===== src/rtl/rca_fault_scanner_pkg.sv =====
// Shared widths, state encoding and vector layout for the adder fault scanner.
package rca_fault_scanner_pkg;

  localparam int unsigned VEC_W       = 9;
  localparam int unsigned OPW         = 4;
  localparam int unsigned RES_W       = 5;
  localparam int unsigned NUM_VECTORS = 512;
  localparam int unsigned CNT_W       = 10;
  localparam int unsigned SETTLE_W    = 4;

  typedef enum logic [1:0] {
    IDLE  = 2'd0,
    APPLY = 2'd1,
    DONE  = 2'd2
  } state_e;

  // Vector layout {cin, a, b}; bit 8 is cin, matching the reported fail_vec.
  typedef struct packed {
    logic           cin;
    logic [OPW-1:0] a;
    logic [OPW-1:0] b;
  } vec_t;

endpackage


===== src/rtl/rca_fault_scanner_if.sv =====
// Operand/result bus between the scanner and the adder under test.
interface rca_fault_scanner_if;
  import rca_fault_scanner_pkg::*;

  logic [OPW-1:0] a;
  logic [OPW-1:0] b;
  logic           cin;
  logic [OPW-1:0] sum;
  logic           cout;

  // Scanner side drives operands and reads the response.
  modport master (output a, output b, output cin, input sum, input cout);
  // Adder side reads operands and drives the response.
  modport slave  (input a, input b, input cin, output sum, output cout);

endinterface


===== src/rtl/rca_fault_scanner_golden.sv =====
// Behavioural reference adder: expected = a + b + cin, zero-extended to 5 bits.
module rca_golden_model
  import rca_fault_scanner_pkg::*;
(
  input  logic [OPW-1:0]   a,
  input  logic [OPW-1:0]   b,
  input  logic             cin,
  output logic [RES_W-1:0] expected
);

  // Golden sum computed at full result width so the carry lands in bit 4.
  always_comb begin
    expected = RES_W'(a) + RES_W'(b) + RES_W'(cin);
  end

endmodule


===== src/rtl/rca_fault_scanner.sv =====
// Exhaustive self-test of a 4-bit adder: sweeps all {cin,a,b}, compares the
// response against the golden model and records count and first failure.
module rca_fault_scanner
  import rca_fault_scanner_pkg::*;
#(
  parameter int unsigned SETTLE_CYCLES = 1,
  parameter bit          STOP_ON_FAIL  = 1'b0
) (
  input  logic                clk,
  input  logic                rst_n,
  input  logic                start,
  rca_fault_scanner_if.master dut,
  output logic                busy,
  output logic                done,
  output logic                fail,
  output logic [CNT_W-1:0]    fail_count,
  output logic [VEC_W-1:0]    fail_vec,
  output logic [RES_W-1:0]    fail_got
);

  state_e              state_q, state_d;
  logic [VEC_W-1:0]    vec_q, vec_d;
  logic [SETTLE_W-1:0] settle_q, settle_d;
  logic                busy_q, busy_d;
  logic                done_q, done_d;
  logic                fail_q, fail_d;
  logic [CNT_W-1:0]    fail_count_q, fail_count_d;
  logic [VEC_W-1:0]    fail_vec_q, fail_vec_d;
  logic [RES_W-1:0]    fail_got_q, fail_got_d;

  vec_t                cur_vec;
  logic [RES_W-1:0]    expected;
  logic [RES_W-1:0]    got_c;
  logic                sample_c;
  logic                mismatch_c;
  logic                last_c;

  // Operands come straight from the vector register.
  assign cur_vec = vec_t'(vec_q);
  assign dut.a   = cur_vec.a;
  assign dut.b   = cur_vec.b;
  assign dut.cin = cur_vec.cin;

  rca_golden_model u_golden (
    .a        (cur_vec.a),
    .b        (cur_vec.b),
    .cin      (cur_vec.cin),
    .expected (expected)
  );

  // Response is judged only on the last settle cycle of each vector.
  assign got_c      = {dut.cout, dut.sum};
  assign sample_c   = (settle_q == SETTLE_W'(SETTLE_CYCLES - 1));
  assign mismatch_c = sample_c && (got_c != expected);
  assign last_c     = (vec_q == VEC_W'(NUM_VECTORS - 1));

  // Next-state, vector sequencing and result capture.
  always_comb begin
    state_d      = state_q;
    vec_d        = vec_q;
    settle_d     = settle_q;
    busy_d       = busy_q;
    done_d       = done_q;
    fail_d       = fail_q;
    fail_count_d = fail_count_q;
    fail_vec_d   = fail_vec_q;
    fail_got_d   = fail_got_q;

    case (state_q)
      IDLE, DONE: begin
        if (start) begin
          state_d      = APPLY;
          vec_d        = '0;
          settle_d     = '0;
          busy_d       = 1'b1;
          done_d       = 1'b0;
          fail_d       = 1'b0;
          fail_count_d = '0;
          fail_vec_d   = '0;
          fail_got_d   = '0;
        end
      end

      APPLY: begin
        if (sample_c) begin
          if (mismatch_c) begin
            fail_count_d = fail_count_q + CNT_W'(1);
            fail_d       = 1'b1;
            if (!fail_q) begin
              fail_vec_d = vec_q;
              fail_got_d = got_c;
            end
          end
          settle_d = '0;
          // The last vector stays on the bus in DONE; never wrap to 0.
          if (last_c || (STOP_ON_FAIL && mismatch_c)) begin
            state_d = DONE;
            busy_d  = 1'b0;
            done_d  = 1'b1;
          end else begin
            vec_d = vec_q + VEC_W'(1);
          end
        end else begin
          settle_d = settle_q + SETTLE_W'(1);
        end
      end

      default: begin
        state_d = IDLE;
        busy_d  = 1'b0;
        done_d  = 1'b0;
      end
    endcase
  end

  // State and result registers; reset abandons any scan in progress.
  always_ff @(posedge clk or negedge rst_n) begin
    if (!rst_n) begin
      state_q      <= IDLE;
      vec_q        <= '0;
      settle_q     <= '0;
      busy_q       <= 1'b0;
      done_q       <= 1'b0;
      fail_q       <= 1'b0;
      fail_count_q <= '0;
      fail_vec_q   <= '0;
      fail_got_q   <= '0;
    end else begin
      state_q      <= state_d;
      vec_q        <= vec_d;
      settle_q     <= settle_d;
      busy_q       <= busy_d;
      done_q       <= done_d;
      fail_q       <= fail_d;
      fail_count_q <= fail_count_d;
      fail_vec_q   <= fail_vec_d;
      fail_got_q   <= fail_got_d;
    end
  end

  assign busy       = busy_q;
  assign done       = done_q;
  assign fail       = fail_q;
  assign fail_count = fail_count_q;
  assign fail_vec   = fail_vec_q;
  assign fail_got   = fail_got_q;

endmodule


===== src/flat_wrapper.sv =====
// flat-port wrapper written by rule: the top's interface ports become plain ports
module rca_fault_scanner_flat import rca_fault_scanner_pkg::*;
#(
  parameter int unsigned SETTLE_CYCLES = 1,
  parameter bit          STOP_ON_FAIL  = 1'b0
)
  (clk, rst_n, start, busy, done, fail, fail_count, fail_vec, fail_got, dut_a, dut_b, dut_cin, dut_sum, dut_cout);
  rca_fault_scanner_if dut_i ();
  input  logic clk;
  input  logic rst_n;
  input  logic start;
  output logic busy;
  output logic done;
  output logic fail;
  output logic [CNT_W-1:0] fail_count;
  output logic [VEC_W-1:0] fail_vec;
  output logic [RES_W-1:0] fail_got;
  output wire logic [$bits(dut_i.a)-1:0] dut_a;
  output wire logic [$bits(dut_i.b)-1:0] dut_b;
  output wire logic [$bits(dut_i.cin)-1:0] dut_cin;
  input wire logic [$bits(dut_i.sum)-1:0] dut_sum;
  input wire logic [$bits(dut_i.cout)-1:0] dut_cout;
  assign dut_a = dut_i.a;
  assign dut_b = dut_i.b;
  assign dut_cin = dut_i.cin;
  assign dut_i.sum = dut_sum;
  assign dut_i.cout = dut_cout;
  rca_fault_scanner #(.SETTLE_CYCLES(SETTLE_CYCLES), .STOP_ON_FAIL(STOP_ON_FAIL)) u_core (.clk(clk), .rst_n(rst_n), .start(start), .dut(dut_i), .busy(busy), .done(done), .fail(fail), .fail_count(fail_count), .fail_vec(fail_vec), .fail_got(fail_got));
endmodule

===== config.mk =====
export PLATFORM = sky130hd
export DESIGN_NAME = rca_fault_scanner_flat
export DESIGN_NICKNAME = d
export VERILOG_FILES = /design/src/rtl/rca_fault_scanner_pkg.sv /design/src/rtl/rca_fault_scanner_if.sv /design/src/rtl/rca_fault_scanner_golden.sv /design/src/rtl/rca_fault_scanner.sv /design/src/flat_wrapper.sv
export SDC_FILE = /design/constraint.sdc
export NUM_CORES = 1
export LEC_CHECK = 0
export CAP_MARGIN = 10
export CORE_MARGIN = 2
export CORE_UTILIZATION = 56
export CTS_CLUSTER_DIAMETER = 200
export CTS_CLUSTER_SIZE = 24
export DETAILED_ROUTE_END_ITERATION = 16
export PLACE_DENSITY = 0.82
export SYNTH_ARGS = -nofsm -noshare
export SYNTH_HDL_FRONTEND = slang
export SYNTH_SLANG_ARGS = --single-unit

===== constraint.sdc =====
create_clock -name clk -period 6 [get_ports clk]
set_input_delay 0.6 -clock clk [delete_from_list [all_inputs] [get_ports clk]]
set_output_delay 0.6 -clock clk [all_outputs]
set_load 0.005 [all_outputs]

==> results.ini <==
[global_routing]
grt_pass1_vias=1800
grt_usage_pct=25.0
antenna_found_initial=0
grt_max_degree=42
gr-total-overflow=0
grt_pass1_wl_um=8510

[pwr]
ir_drop_mv=0.271
leakage_nw=1.24
p_per_area_mw_per_mm2=362

[synthesis]
ys_types=44
synthArstFlopShare_pct=100
netlist_area_mm2=0.00227
seq_area_frac_synth_pct=45.2
ys_ff_latch=41
synth_fp_nets=243
synth_edf_count=0
synth_cells=225
yosys_warnings=0
postSynthAreaPerCell_um2=10.1
synth_flop_cell=dfrtp_1

[critical_path]
cp.arrival_ps=3260
crit_top_cell=fa_1
worstPathMaxFanout=14
max_stage_delay_ps=580
startpoint_type=flip-flop
crit_chain=fa_1 -> fa_1 -> xnor3_1 -> nand4_2 -> or3_1 -> o21ai_4 -> a32o_1
cp_slowest_cell=or3_1
critPathRequiredTime_ps=6220
crit_type=flip-flop to flip-flop
end_kind=flip-flop

[cells_and_area]
fin_area_mm2=0.00283
fin_cells=316
diodes=0
drive_gt1_share_pct=5.26
final_nets=283
syn_to_final_growth_pct=24.9

[clock_tree]
cts.clk_slew.worst_paths_ps=80
clkLatencyLatePin_ps=290
h-tree-depth=2
cts_setup_buffers=0
cts_buffers=5
clock_sinks=41
cts_tree=done
root_buffer=clkbuf_8
ctsResizeCount=0
cts_max_path_buffers=2
hold_buffers=0

[detailed_routing]
avgRoutedWirePerCell_um=16.5
ant_nets=0
drtPass1Iterations=4
vias_per_cell=6.17
vias=1950
drc=0
wl_um=5210
drtIter0Drc=174

[placed_design]
routabilityCongestion=0.893
dp_cells=308
place_area_mm2=0.00270
dp_hpwl_um=3610
io_buffer_count=43

[sta]
grt_setup_unrepaired=false
setup_viol=0
maxSlewHeadroom_pct=38.0
worst_slew_pin_slew_ps=926
min_period_ps=3030
drv_slew=0
fin_crit_sh_pct=50.6
clock_skew_ps=5.11
report.final.hold_viol_count=0
final.setup.tns_ps=0
fmaxAchievable_mhz=330

[floorplanning]
die_w_um=67.6
die-area_mm2=0.00458
fp.dieH_um=67.6
io_pins=44
num_rows=23
core_area_mm2=0.00394
start_util_pct=57.5

[flow_run]
drv_cap=0

[outcome]
status=finished, final reports clean

[worst_hold_path]
hold_class=input pin to async pin

## path summary, 6_finish.rpt
kind	depth (start not counted)	startpoint	to	slack (ps)
max	7	u_core.cur_vec[0]$_DFFE_PN0P_	u_core.fail_vec[5]$_DFFE_PN0P_	2970
min	1	rst_n	u_core.cur_vec[2]$_DFFE_PN0P_	430
max reg2reg	7	u_core.cur_vec[0]$_DFFE_PN0P_	u_core.fail_vec[5]$_DFFE_PN0P_	2970
min reg2reg	1	u_core.fail_got[3]$_DFFE_PN0P_	u_core.fail_got[3]$_DFFE_PN0P_	490
max in group asynchronous	1	rst_n	u_core.fail_count[9]$_DFFE_PN0P_	5000
min in group clk	1	u_core.fail_got[3]$_DFFE_PN0P_	u_core.fail_got[3]$_DFFE_PN0P_	490
## stage by stage
step	worst slack (ps)	utilization [%]	hold slack (ps)	total power [mW]
3_5_place_dp	2990	68.5	481	0.770
3_3_place_gp	3060	68.5	474	0.756
5_1_grt	2830	71.9	510	1.09
6_report	2970	71.9	434	1.03
2_1_floorplan	3330	-	304	0.606
4_1_cts	2970	71.9	466	1.03
## cells by family (layout without fill, tap and decap cells)
family,Yosys count,after routing,share of synthesized area (%)
simple gates,88,88,20.1
compound gates,62,62,21.0
flops,41,41,45.2
buf+inv,15,56,3.36
fa+ha+maj,10,10,6.18
xor+xnor,9,9,4.08
## cell type report
class / instances / area [µm²]
clock inverter: 3 / 65.1
fill: 308 / 1110
inverter: 5 / 18.8
timing repair buffer: 43 / 425
tap: 50 / 62.6
sequential: 41 / 1030
multi-input combinational: 169 / 1170
clock buffer: 5 / 68.8
## synth_stat cells (3+ instances only)
cell,n,share of area (%)
nand2_1,20,3.3
a31oi_1,6,1.7
ha_1,8,4.4
nand3_1,8,1.8
o2bb2ai_1,5,1.9
clkbuf_1,6,0.99
inv_1,5,0.83
a32o_1,17,7.5
or3_1,3,0.83
xnor2_1,7,2.7
dfrtp_1,41,45
o21ai_0,10,2.2
and3_1,13,3.6
nor3_1,7,1.5
nand2b_1,3,0.83
o21ai_1,4,0.88
nor2_1,21,3.5
a21oi_1,7,1.5
## metal layers
metal | GRT usage (%) | up-vias | part of all wire, %
met5 | 0 | - | 0
met1 | 34.5 | 965 | 46
met4 | 6.89 | 0 | 0.61
li1 | - | 923 | -
met3 | 5.00 | 2 | 4.8
met2 | 40.3 | 60 | 49
## registers in the layout, summed over array words and instances, names as in the netlist
| name | flops |
|---|---|
| u_core.busy | 1 |
| u_core.cur_vec | 9 |
| u_core.done | 1 |
| u_core.fail | 1 |
| u_core.fail_count | 10 |
| u_core.fail_got | 5 |
| u_core.fail_vec | 9 |
| u_core.settle_q | 4 |
| u_core.state_q | 1 |
## cell usage in the layout, fill, tap and decap left out, types with 6 or more instances in the layout
cell and count:
clkdlybuf4s50_1 42, dfrtp_1 41, nor2_1 21, nand2_1 20
a32o_1 17, and3_1 13, o21ai_0 10, nand3_1 8
ha_1 8, a21oi_1 7, xnor2_1 7, nor3_1 7
a31oi_1 6
## power breakdown
group / switching [mW] / internal, mW / total [mW]
logic: 0.152 / 0.193 / 0.345
registers: 0.0806 / 0.340 / 0.421
clock network: 0.0945 / 0.165 / 0.260
total: 0.327 / 0.699 / 1.03
## worst max-delay path, delay by kind of cell, from the launching register on
kind	cells	cell delay, ps
flip-flops	1	490
AO/OA/AOI/OAI	2	610
XOR/XNOR	1	240
adder cells (fa/ha/maj)	2	900
AND/OR/NAND/NOR	2	720
(Power assumes the default switching activity.)
